### src/rtl/dm_cache_pkg.sv
// Shared types and address helpers for the direct-mapped cache controller.
package dm_cache_pkg;

    typedef enum logic [1:0] {IDLE, COMP, WB, FILL} state_t;

    // Byte-offset width: one extra bit below the word number for 16-bit words.
    function automatic int offset_w(input int words);
        return $clog2(words) + 1;
    endfunction

    function automatic int tag_w(input int addr_w, input int index_w, input int words);
        return addr_w - index_w - offset_w(words);
    endfunction

    // Byte address of word 'word' in the line {tag, index}; callers size-cast the result.
    function automatic logic [31:0] word_addr(input logic [31:0] tag, input logic [31:0] index,
                                              input logic [31:0] word, input int idx_w,
                                              input int off_w);
        return (tag << (idx_w + off_w)) | (index << off_w) | (word << 1);
    endfunction

endpackage

### src/rtl/dm_cache_if.sv
// Processor, cache-array and memory signals of the cache controller.
// master = controller side, slave = processor/array/memory side.
interface dm_cache_if #(
    parameter int ADDR_W  = 16,
    parameter int INDEX_W = 8,
    parameter int WORDS   = 4
);
    localparam int OFFSET_W = dm_cache_pkg::offset_w(WORDS);
    localparam int TAG_W    = dm_cache_pkg::tag_w(ADDR_W, INDEX_W, WORDS);

    logic [ADDR_W-1:0]   addr;
    logic                rd, wr, done, stall_out, err;
    logic                cache_en, cache_wr, cache_comp, cache_valid_in, cache_data_sel;
    logic [TAG_W-1:0]    cache_tag;
    logic [INDEX_W-1:0]  cache_index;
    logic [OFFSET_W-1:0] cache_offset;
    logic                cache_hit, cache_dirty, cache_valid;
    logic [TAG_W-1:0]    cache_tag_out;
    logic [ADDR_W-1:0]   mem_addr;
    logic                mem_rd, mem_wr, mem_stall;

    modport master (
        input  addr, rd, wr, cache_hit, cache_dirty, cache_valid, cache_tag_out, mem_stall,
        output done, stall_out, err, cache_en, cache_wr, cache_comp, cache_valid_in,
               cache_data_sel, cache_tag, cache_index, cache_offset, mem_addr, mem_rd, mem_wr
    );

    modport slave (
        output addr, rd, wr, cache_hit, cache_dirty, cache_valid, cache_tag_out, mem_stall,
        input  done, stall_out, err, cache_en, cache_wr, cache_comp, cache_valid_in,
               cache_data_sel, cache_tag, cache_index, cache_offset, mem_addr, mem_rd, mem_wr
    );
endinterface

### src/rtl/fill_token_pipe.sv
// Follows outstanding fill reads: a MEM_LAT-deep shift register of {valid, word}.
// The head stage is the token whose memory data is valid this cycle; 'empty'
// means nothing is in flight behind the head.
module fill_token_pipe #(
    parameter int MEM_LAT = 2,
    parameter int WORD_W  = 2
) (
    input  logic              clk,
    input  logic              rst,
    input  logic              push,
    input  logic [WORD_W-1:0] push_word,
    output logic              out_vld,
    output logic [WORD_W-1:0] out_word,
    output logic              empty
);
    logic [MEM_LAT-1:0]             vld;
    logic [MEM_LAT-1:0][WORD_W-1:0] word;

    // Shift tokens one stage per cycle; reset drops anything in flight.
    always_ff @(posedge clk or negedge rst) begin
        if (!rst) begin
            vld  <= '0;
            word <= '0;
        end else begin
            vld[0]  <= push;
            word[0] <= push_word;
            for (int i = 1; i < MEM_LAT; i++) begin
                vld[i]  <= vld[i-1];
                word[i] <= word[i-1];
            end
        end
    end

    assign out_vld  = vld[MEM_LAT-1];
    assign out_word = word[MEM_LAT-1];

    generate
        if (MEM_LAT == 1) begin : g_single
            assign empty = 1'b1;
        end else begin : g_deep
            assign empty = ~|vld[MEM_LAT-2:0];
        end
    endgenerate
endmodule

### src/rtl/dm_cache_ctrl.sv
// Direct-mapped write-back / write-allocate cache controller.
// Optional hit/miss statistics: define DM_CACHE_STATS_EN.
module dm_cache_ctrl
    import dm_cache_pkg::*;
#(
    parameter int ADDR_W  = 16,
    parameter int INDEX_W = 8,
    parameter int WORDS   = 4,
    parameter int MEM_LAT = 2
) (
    input  logic        clk,
    input  logic        rst,
    dm_cache_if.master  bus,
    output logic [15:0] hit_cnt,
    output logic [15:0] miss_cnt
);
    localparam int OFFSET_W = offset_w(WORDS);
    localparam int TAG_W    = tag_w(ADDR_W, INDEX_W, WORDS);
    localparam int WORD_W   = OFFSET_W - 1;
    localparam logic [WORD_W-1:0] LAST_W = WORD_W'(WORDS - 1);

    state_t              state, state_nx;
    logic                is_wr, iss_done, iss_acc, wb_acc, tok_vld, tok_empty;
    logic [WORD_W-1:0]   wb_k, iss_k, tok_word;
    logic [TAG_W-1:0]    req_tag;
    logic [INDEX_W-1:0]  req_index;
    logic [OFFSET_W-1:0] req_offset;

    assign req_tag    = bus.addr[ADDR_W-1 -: TAG_W];
    assign req_index  = bus.addr[OFFSET_W +: INDEX_W];
    assign req_offset = bus.addr[OFFSET_W-1:0];

    assign wb_acc  = (state == WB) && !bus.mem_stall;
    assign iss_acc = (state == FILL) && !iss_done && !bus.mem_stall;

    fill_token_pipe #(.MEM_LAT(MEM_LAT), .WORD_W(WORD_W)) u_tok (
        .clk       (clk),
        .rst       (rst),
        .push      (iss_acc),
        .push_word (iss_k),
        .out_vld   (tok_vld),
        .out_word  (tok_word),
        .empty     (tok_empty)
    );

    // State register; the request type is captured while waiting in IDLE.
    always_ff @(posedge clk or negedge rst) begin
        if (!rst) begin
            state <= IDLE;
            is_wr <= 1'b0;
        end else begin
            state <= state_nx;
            if (state == IDLE) is_wr <= bus.wr;
        end
    end

    // Writeback and fill-issue word counters; both rewind on every lookup.
    always_ff @(posedge clk or negedge rst) begin
        if (!rst) begin
            wb_k     <= '0;
            iss_k    <= '0;
            iss_done <= 1'b0;
        end else if (state == COMP) begin
            wb_k     <= '0;
            iss_k    <= '0;
            iss_done <= 1'b0;
        end else begin
            if (wb_acc && wb_k != LAST_W) wb_k <= wb_k + 1'b1;
            if (iss_acc) begin
                if (iss_k == LAST_W) iss_done <= 1'b1;
                else                 iss_k    <= iss_k + 1'b1;
            end
        end
    end

    // Next state and all controller outputs; fill issue and install are independent.
    always_comb begin
        state_nx           = state;
        bus.done           = 1'b0;
        bus.err            = 1'b0;
        bus.cache_en       = 1'b0;
        bus.cache_wr       = 1'b0;
        bus.cache_comp     = 1'b0;
        bus.cache_valid_in = 1'b0;
        bus.cache_data_sel = 1'b0;
        bus.cache_tag      = '0;
        bus.cache_index    = '0;
        bus.cache_offset   = '0;
        bus.mem_addr       = '0;
        bus.mem_rd         = 1'b0;
        bus.mem_wr         = 1'b0;
        case (state)
            IDLE: begin
                bus.err = bus.rd && bus.wr;
                if (bus.rd ^ bus.wr) state_nx = COMP;
            end
            COMP: begin
                bus.cache_en     = 1'b1;
                bus.cache_comp   = 1'b1;
                bus.cache_wr     = is_wr;
                bus.cache_tag    = req_tag;
                bus.cache_index  = req_index;
                bus.cache_offset = req_offset;
                if (bus.cache_hit) begin
                    bus.done = 1'b1;
                    state_nx = IDLE;
                end else if (bus.cache_valid && bus.cache_dirty) begin
                    state_nx = WB;
                end else begin
                    state_nx = FILL;
                end
            end
            WB: begin
                bus.cache_en     = 1'b1;
                bus.cache_tag    = req_tag;
                bus.cache_index  = req_index;
                bus.cache_offset = {wb_k, 1'b0};
                bus.mem_wr       = 1'b1;
                bus.mem_addr     = ADDR_W'(word_addr(32'(bus.cache_tag_out), 32'(req_index),
                                                     32'(wb_k), INDEX_W, OFFSET_W));
                if (wb_acc && wb_k == LAST_W) state_nx = FILL;
            end
            FILL: begin
                bus.cache_tag   = req_tag;
                bus.cache_index = req_index;
                if (!iss_done) begin
                    bus.mem_rd   = 1'b1;
                    bus.mem_addr = ADDR_W'(word_addr(32'(req_tag), 32'(req_index),
                                                     32'(iss_k), INDEX_W, OFFSET_W));
                end
                if (tok_vld) begin
                    bus.cache_en       = 1'b1;
                    bus.cache_wr       = 1'b1;
                    bus.cache_data_sel = 1'b1;
                    bus.cache_valid_in = 1'b1;
                    bus.cache_offset   = {tok_word, 1'b0};
                end
                // Last install: everything issued and nothing left behind the head token.
                if (iss_done && tok_vld && tok_empty) state_nx = COMP;
            end
            default: state_nx = IDLE;
        endcase
    end

    assign bus.stall_out = (state != IDLE) && !bus.done;

`ifdef DM_CACHE_STATS_EN
    logic replay, hit_ev, miss_ev;

    assign hit_ev  = (state == COMP) && bus.cache_hit && !replay;
    assign miss_ev = (state == COMP) && !bus.cache_hit;

    // Marks the lookup that follows a fill so it is not counted as a hit.
    always_ff @(posedge clk or negedge rst) begin
        if (!rst)                                  replay <= 1'b0;
        else if (state == FILL && state_nx == COMP) replay <= 1'b1;
        else if (state == COMP)                    replay <= 1'b0;
    end

    // Saturating hit/miss counters.
    always_ff @(posedge clk or negedge rst) begin
        if (!rst) begin
            hit_cnt  <= '0;
            miss_cnt <= '0;
        end else begin
            if (hit_ev && hit_cnt != 16'hFFFF)   hit_cnt  <= hit_cnt + 16'd1;
            if (miss_ev && miss_cnt != 16'hFFFF) miss_cnt <= miss_cnt + 16'd1;
        end
    end
`else
    assign hit_cnt  = '0;
    assign miss_cnt = '0;
`endif
endmodule

### src/flat_wrapper.sv
// flat-port wrapper written by rule: the top's interface ports become plain ports
module dm_cache_ctrl_flat import dm_cache_pkg::*;
#(
    parameter int ADDR_W  = 16,
    parameter int INDEX_W = 8,
    parameter int WORDS   = 4,
    parameter int MEM_LAT = 2
)
  (clk, rst, hit_cnt, miss_cnt, bus_addr, bus_rd, bus_wr, bus_cache_hit, bus_cache_dirty, bus_cache_valid, bus_cache_tag_out, bus_mem_stall, bus_done, bus_stall_out, bus_err, bus_cache_en, bus_cache_wr, bus_cache_comp, bus_cache_valid_in, bus_cache_data_sel, bus_cache_tag, bus_cache_index, bus_cache_offset, bus_mem_addr, bus_mem_rd, bus_mem_wr);
  dm_cache_if #(.ADDR_W(ADDR_W), .INDEX_W(INDEX_W), .WORDS(WORDS)) bus_i ();
  input  logic clk;
  input  logic rst;
  output logic [15:0] hit_cnt;
  output logic [15:0] miss_cnt;
  input wire logic [$bits(bus_i.addr)-1:0] bus_addr;
  input wire logic [$bits(bus_i.rd)-1:0] bus_rd;
  input wire logic [$bits(bus_i.wr)-1:0] bus_wr;
  input wire logic [$bits(bus_i.cache_hit)-1:0] bus_cache_hit;
  input wire logic [$bits(bus_i.cache_dirty)-1:0] bus_cache_dirty;
  input wire logic [$bits(bus_i.cache_valid)-1:0] bus_cache_valid;
  input wire logic [$bits(bus_i.cache_tag_out)-1:0] bus_cache_tag_out;
  input wire logic [$bits(bus_i.mem_stall)-1:0] bus_mem_stall;
  output wire logic [$bits(bus_i.done)-1:0] bus_done;
  output wire logic [$bits(bus_i.stall_out)-1:0] bus_stall_out;
  output wire logic [$bits(bus_i.err)-1:0] bus_err;
  output wire logic [$bits(bus_i.cache_en)-1:0] bus_cache_en;
  output wire logic [$bits(bus_i.cache_wr)-1:0] bus_cache_wr;
  output wire logic [$bits(bus_i.cache_comp)-1:0] bus_cache_comp;
  output wire logic [$bits(bus_i.cache_valid_in)-1:0] bus_cache_valid_in;
  output wire logic [$bits(bus_i.cache_data_sel)-1:0] bus_cache_data_sel;
  output wire logic [$bits(bus_i.cache_tag)-1:0] bus_cache_tag;
  output wire logic [$bits(bus_i.cache_index)-1:0] bus_cache_index;
  output wire logic [$bits(bus_i.cache_offset)-1:0] bus_cache_offset;
  output wire logic [$bits(bus_i.mem_addr)-1:0] bus_mem_addr;
  output wire logic [$bits(bus_i.mem_rd)-1:0] bus_mem_rd;
  output wire logic [$bits(bus_i.mem_wr)-1:0] bus_mem_wr;
  assign bus_i.addr = bus_addr;
  assign bus_i.rd = bus_rd;
  assign bus_i.wr = bus_wr;
  assign bus_i.cache_hit = bus_cache_hit;
  assign bus_i.cache_dirty = bus_cache_dirty;
  assign bus_i.cache_valid = bus_cache_valid;
  assign bus_i.cache_tag_out = bus_cache_tag_out;
  assign bus_i.mem_stall = bus_mem_stall;
  assign bus_done = bus_i.done;
  assign bus_stall_out = bus_i.stall_out;
  assign bus_err = bus_i.err;
  assign bus_cache_en = bus_i.cache_en;
  assign bus_cache_wr = bus_i.cache_wr;
  assign bus_cache_comp = bus_i.cache_comp;
  assign bus_cache_valid_in = bus_i.cache_valid_in;
  assign bus_cache_data_sel = bus_i.cache_data_sel;
  assign bus_cache_tag = bus_i.cache_tag;
  assign bus_cache_index = bus_i.cache_index;
  assign bus_cache_offset = bus_i.cache_offset;
  assign bus_mem_addr = bus_i.mem_addr;
  assign bus_mem_rd = bus_i.mem_rd;
  assign bus_mem_wr = bus_i.mem_wr;
  dm_cache_ctrl #(.ADDR_W(ADDR_W), .INDEX_W(INDEX_W), .WORDS(WORDS), .MEM_LAT(MEM_LAT)) u_core (.clk(clk), .rst(rst), .bus(bus_i), .hit_cnt(hit_cnt), .miss_cnt(miss_cnt));
endmodule
### config.mk
export PLATFORM = sky130hd
export DESIGN_NAME = dm_cache_ctrl_flat
export DESIGN_NICKNAME = d
export VERILOG_FILES = /design/src/rtl/dm_cache_pkg.sv /design/src/rtl/dm_cache_if.sv /design/src/rtl/fill_token_pipe.sv /design/src/rtl/dm_cache_ctrl.sv /design/src/flat_wrapper.sv
export SDC_FILE = /design/constraint.sdc
export NUM_CORES = 1
export LEC_CHECK = 0
export CORE_ASPECT_RATIO = 1.4
export CORE_MARGIN = 3
export CORE_UTILIZATION = 25
export DETAILED_ROUTE_END_ITERATION = 12
export GPL_ROUTABILITY_DRIVEN = 0
export SLEW_MARGIN = 5
export SYNTH_ARGS = -nofsm -noshare
export SYNTH_HDL_FRONTEND = slang
export SYNTH_HIERARCHICAL = 1
export SYNTH_SLANG_ARGS = --single-unit
### constraint.sdc
create_clock -name clk -period 1.8 [get_ports clk]
set_clock_uncertainty 0.1 [all_clocks]
set_input_delay 0.18 -clock clk [delete_from_list [all_inputs] [get_ports clk]]
set_output_delay 0.18 -clock clk [all_outputs]
set_load 0.005 [all_outputs]
==> results of run 1 <==
final cells by class:
cell class              count  area share
repair buffers            112       0.395
multi-input cells         124       0.400
well taps                  64      0.0321
inverters                   5     0.00952
flip-flops and latches     14       0.141
clock buffers               4      0.0221
power groups by stage:
stage	combinational, W	clock, W	sequential, W
2_1_floorplan	0.000656	0	0.000452
3_3_place_gp	0.00145	0	0.000460
3_5_place_dp	0.00145	0	0.000466
4_1_cts	0.00177	0.000311	0.000503
5_1_grt	0.00214	0.000327	0.000529
6_report	0.00197	0.000306	0.000515
flip-flops by register name, indices dropped and copies added (netlist names):
| signal | cells |
|---|---|
| u_core/u_tok/out_word | 2 |
| u_core/is_wr | 1 |
| u_core/state | 2 |
| u_core/iss_k | 2 |
| u_core/wb_k | 2 |
| u_core/iss_done | 1 |
| u_core/u_tok/word | 2 |
| u_core/u_tok/vld | 2 |
final timing paths:
| kind | to | cells after the start |
|---|---|---|
| max in group asynchronous | u_core/state[1]$_DFFE_PN0P_ | 2 |
| setup reg to reg | u_core/state[1]$_DFFE_PN0P_ | 7 |
| hold / removal | u_core/wb_k[1]$_DFFE_PN0P_ | 2 |
| hold reg to reg | u_core/u_tok/out_word[1]$_DFF_PN0_ | 0 |
| setup / recovery | bus_mem_addr[10] | 6 |
| min in group clk | u_core/u_tok/out_word[1]$_DFF_PN0_ | 0 |
logic make-up after synthesis:
family / share of synthesized area
adders and majority gates: 0.107
DFF: 0.272
buffers and inverters: 0.230
xor gates and xnor gates: 0.0136
and+or+nand+nor: 0.244
other: 0.00291
muxes: 0.0408
AOI/OAI and AO/OA: 0.0894
critical path: cells and delay by family (launching register included):
family                     cells  cell delay (ns)
adders and majority gates      1             0.16
and+or+nand+nor                1             0.13
AOI/OAI and AO/OA              1             0.23
buffers and inverters          3             0.38
DFF                            1             0.49
synth_stat cells (3+ instances only):
cell,number,area [sq um]
inv_1,5,18.8
dfrtp_1,14,350
and2_1,12,75.1
nand2b_1,3,18.8
nor2b_1,17,106
ha_1,11,138
mux2i_1,3,30.0
nor2_1,15,56.3
a21oi_1,3,15.0
a22oi_1,5,37.5
nand2_1,5,18.8
buf_4,36,270
cell usage in the layout (no fill, tap or decap), types with 5 or more instances in the layout:
cell             netlist  final
a22oi_2                0      5
and2_4                 0      9
buf_2                  0     23
buf_4                 36     24
buf_6                  0     24
clkdlybuf4s50_1        0     28
conb_1                 1     33
dfrtp_1               14     12
ha_4                   0      8
nor2_1                15     11
nor2b_1               17     13
stage by stage:
stage,power [W],util,setup TNS [ns],hold WS [ns]
finish,0.00279,0.508,-2.01,0.143
global route,0.00300,0.508,-3.89,0.163
CTS,0.00259,0.470,-2.40,0.148
detailed placement,0.00192,0.418,-4.90,0.236
global placement,0.00191,0.418,-4.19,0.234
floorplan,0.00111,-,0,-0.216
metal layers:
metal | global-route usage | vias to the layer above | part of all wire
met5 | 0 | - | 0
met1 | 0.142 | 604 | 0.36
met3 | 0.0374 | 4 | 0.12
met4 | 0.0407 | 0 | 0.011
met2 | 0.228 | 82 | 0.51
li1 | - | 641 | -
repair_timing:
action / CTS / global route
cloned: 1 / 0
endpoints found under the setup margin: 44 / 41
gates resized for setup: 181 / 49
pin swaps: 10 / 21
buffers inserted: 14 / 9
==> metrics.txt, run 1 <==
number of H-tree levels 1; clock sinks 14; post-DP HPWL 2.86 mm; Reg power frac 0.185; Post-synth top flop dfrtp_1; design area ~2500 sq um; total track usage 0.129; failing checks setup timing; Fin. Hold Viols 0; Most common cell on crit path buf_6; total grt overflow 0; root buffer cell clkbuf_8; post-layout min period between 1.5 and 2 ns; IO Count just over 100; Die Ht between 90 and 100 um; layout cell share with drive strength beyond 1 0.490; Max-cap violations 0; switch share 0.368; CTS clk-pin slew, worst paths about 0.060 ns; cts hold-fix bufs 0; Cell variety after synth 26; vias in the first global route 1345; DR vias/cell approximately 4; Worst R2R Start u_core/state[0]$_DFFE_PN0P_; WP data arrival about 1.7 ns; register bit total from synthesis 14; Die W around 67 um; antenna cell count 0; fin crit share 1.08; Max stage delay on crit path 0.49 ns; Worst VDD drop 0.428 mV; First-pass DRT Iterations 4; Sequential cell area approximately 350 sq um; CP Max Fanout 5; die area 6060 sq um; synth-to-layout area growth 93.9%; internal power between 0.0015 and 0.002 W; Setup CP Type reg -> out; worst setup margin -0.141 ns; final cell count without fillers roughly 320; Critical path origin u_core/state[1]$_DFFE_PN0P_; average instance area after synthesis 8.64 sq um; Mapped Cells between 100 and 150; final net count 300; pwr/cell area approximately 1100 nW/um^2; pre-CTS WS -0.193 ns; RSZ-0062 raised after global routing yes; DRC viols 0; Placed Area 2060 sq um; WL final between 3 and 4 mm; fillers between 400 and 500; P_sw 0.00103 W; Clock Latency Late Sink 0.25 ns; initial DRC count 33; critical path startpoint category flop; FF-to-FF setup slack -0.05 ns; final slew viol count 0; TritonCTS clock tree done; initial antenna violation count 0; Ys Warns 6; clk buf depth 2; Synth Cell Area ~1300 sq um; ANT nets after route 0; area occupied by multi-input gates between 900 and 1000 sq um; routed via count around 1300; top achievable clock speed between 0.5 and 0.6 GHz; EDFF count, synth 0; CTS buffer count 3; row count 30; Comb power frac 0.706; P_leak around 1.2 nW; Buffers on Ports 69; Post-synth ARST share 1.00; outcome finished with violations; DP Cell Count slightly below 300; final count of negative-setup-slack endpoints 22; worst path cell trace buf_6, ha_4, o22a_4, buf_6, and2_4, buf_6; Crit. End Element output pin; Core ar. slightly below 5000 sq um; clock power share 0.110; largest net degree at the start of global routing 15; Critical-path top delay cell dfrtp_2; Data required, critical path about 1.5 ns; wire length of the first global-routing pass around 6.1 mm; sequential-to-total area share from yosys stat 0.272; HP Class in -> async; Starting Density 0.262; post-DR wirelength/cell 12.3 um
(Power assumes the default switching activity.)
==> run 2: changes to the inputs <==
Settings changed: CAP_MARGIN from default to 30, PLACE_DENSITY from default to 0.76.
==> run 2 against run 1 <==
  * The flow still finishes with violations (setup timing)
  * Fmax decreased by 2.4%
  * Worst setup slack lost 0.048 ns
  * Clock-buffer cell count is the same
  * Critical path type unchanged
  * Largest cell class unchanged
  * Highest routed layer unchanged
==> metrics.txt, run 2 (same netlist as run 1, synthesis figures left out) <==
outcome finished with violations; failing checks setup timing; DR vias/cell 4.25; Data required, critical path 1.52 ns; design area ~2400 sq um; CP delay by family, top flip-flops; Setup CP Type reg -> out; pwr/cell area around 1100 nW/um^2; WL final around 4.1 mm; Most common cell on crit path buf_6; initial antenna violation count 0; antenna cell count 0; fin crit share 1.11; CP Max Fanout 5; initial DRC count 47; First-pass DRT Iterations 4; Fin. Hold Viols 0; fillers 484; TritonCTS clock tree done; total track usage 0.130; Critical-path top delay cell dfrtp_2; commonest non-fill, non-tap cells in the layout conb_1 (33), clkdlybuf4s50_1 (30), buf_6 (23); final net count just under 300; ANT nets after route 0; HP Class in -> async; switch share 0.379; Die W 66.7 um; vias in the first global route 1300; routed via count approximately 1300; die area 6060 sq um; top achievable clock speed about 0.5 GHz; Crit. End Element output pin; Crit. path cell count 7; P_sw about 0.001 W; crit path to bus_mem_addr[8]; Buffers on Ports a little under 70; total grt overflow 0; Worst R2R Start u_core/state[1]$_DFFE_PN0P_; Critical path buffers and inverters 3; post-layout min period between 1.5 and 2 ns; cts hold-fix bufs 0; Clock Latency Late Sink 0.25 ns; CTS buffer count 3; R2R cell count 6; root buffer cell clkbuf_8; clk buf depth 2; Core ar. 4920 sq um; FF-to-FF setup slack -0.03 ns; number of H-tree levels 1; IO Count between 100 and 150; Reg power frac 0.183; Worst R2R End u_core/state[0]$_DFFE_PN0P_; post-DR wirelength/cell ~13 um; layout cell share with drive strength beyond 1 0.474; critical path startpoint category flop; WP data arrival about 1.7 ns; wire length of the first global-routing pass roughly 6 mm; internal power between 0.0015 and 0.002 W; row count 30; CTS clk-pin slew, worst paths ~0.06 ns; Starting Density 0.262; P_leak approximately 1.2 nW; clock sinks 14; Max-cap violations 0; Die Ht ~91 um; Worst VDD drop roughly 0.43 mV; Comb power frac 0.702; synth-to-layout area growth 85.1%; pre-CTS WS -0.276 ns; final slew viol count 0; worst path cell trace buf_6, ha_4, nor2b_4, o22a_4, buf_6, and2_4, buf_6; Critical path origin u_core/state[0]$_DFFE_PN0P_; RSZ-0062 raised after global routing yes; Placed Area slightly above 2000 sq um; Max stage delay on crit path about 0.43 ns; clock power share 0.115; most common cell after layout, fill and taps aside conb_1; largest net degree at the start of global routing 15; DRC viols 0; post-DP HPWL between 2 and 3 mm; final count of negative-setup-slack endpoints 35; worst setup margin -0.189 ns
[run 2: cell count changes in the layout (fill, tap and decap cells not counted), moves of 3 or more]
cell,before,now
buf_4,24,17
dlygate4sd2_1,3,0
clkbuf_2,4,9
buf_2,23,20
[run 2: final cells by class]
type,instances,area [sq um],share of cell area
timing repair buffer,104,898,0.377
clock buffer,4,55.1,0.0231
inverter,5,23.8,0.00997
tap,64,80.1,0.0336
sequential,14,353,0.148
multi-input combinational,124,973,0.408
[run 2: through the flow]
| step | util | hold slack, ns | total power [W] | setup TNS (ns) | instances |
|---|---|---|---|---|---|
| finish | 0.485 | 0.144 | 0.00267 | -2.50 | 315 |
| global route | 0.485 | 0.182 | 0.00286 | -4.78 | 315 |
| detailed placement | 0.412 | 0.235 | 0.00188 | -6.51 | 293 |
| CTS | 0.463 | 0.148 | 0.00247 | -3.12 | 312 |
| floorplan | - | -0.216 | 0.00111 | 0 | 181 |
| global placement | 0.412 | 0.232 | 0.00186 | -4.77 | 293 |
[run 2: worst min path at each step]
stage | from | end
3_5_place_dp | u_core/u_tok/word[0]$_DFF_PN0_ | u_core/u_tok/out_word[0]$_DFF_PN0_
4_1_cts | rst | u_core/u_tok/word[1]$_DFF_PN0_
3_3_place_gp | u_core/u_tok/word[0]$_DFF_PN0_ | u_core/u_tok/out_word[0]$_DFF_PN0_
6_report | rst | u_core/u_tok/word[1]$_DFF_PN0_
2_1_floorplan | rst | u_core/is_wr$_DFFE_PN0N_
5_1_grt | rst | u_core/u_tok/word[1]$_DFF_PN0_
[run 2: repair_timing]
action / in CTS / in global routing
gates cloned: 0 / 0
setup endpoints to repair: 45 / 44
pin swaps: 11 / 11
gates resized for setup: 172 / 52
setup buffers: 15 / 3
[run 2: worst register-to-register path: cells and delay by family, from the launching register on]
kind / cells / cell delay [ns]
adders and majority gates: 1 / 0.21
DFF: 1 / 0.49
buffers and inverters: 3 / 0.42
AOI/OAI and AO/OA: 1 / 0.31
muxes: 1 / 0.21
[run 2: power by group through the flow]
stage	sequential (W)	combinational, W	clock, W
final	0.000488	0.00187	0.000307
after global routing	0.000497	0.00203	0.000325
after CTS	0.000481	0.00168	0.000314
after detailed placement	0.000465	0.00141	0
after global placement	0.000459	0.00140	0
after floorplan	0.000452	0.000656	0
[run 2: layer usage]
layer / vias up / track usage / part of all wire
met5: - / 0 / 0
met4: 0 / 0.0559 / 0.018
met3: 4 / 0.0237 / 0.10
met2: 88 / 0.246 / 0.53
met1: 619 / 0.133 / 0.34
li1: 627 / - / -
==> run 3: changes to the inputs <==
Settings changed: ABC_CLOCK_PERIOD_IN_PS from default to 1800.
==> results of run 3 <==
The final DEF is identical to that of run 2; final timing and power are the same.
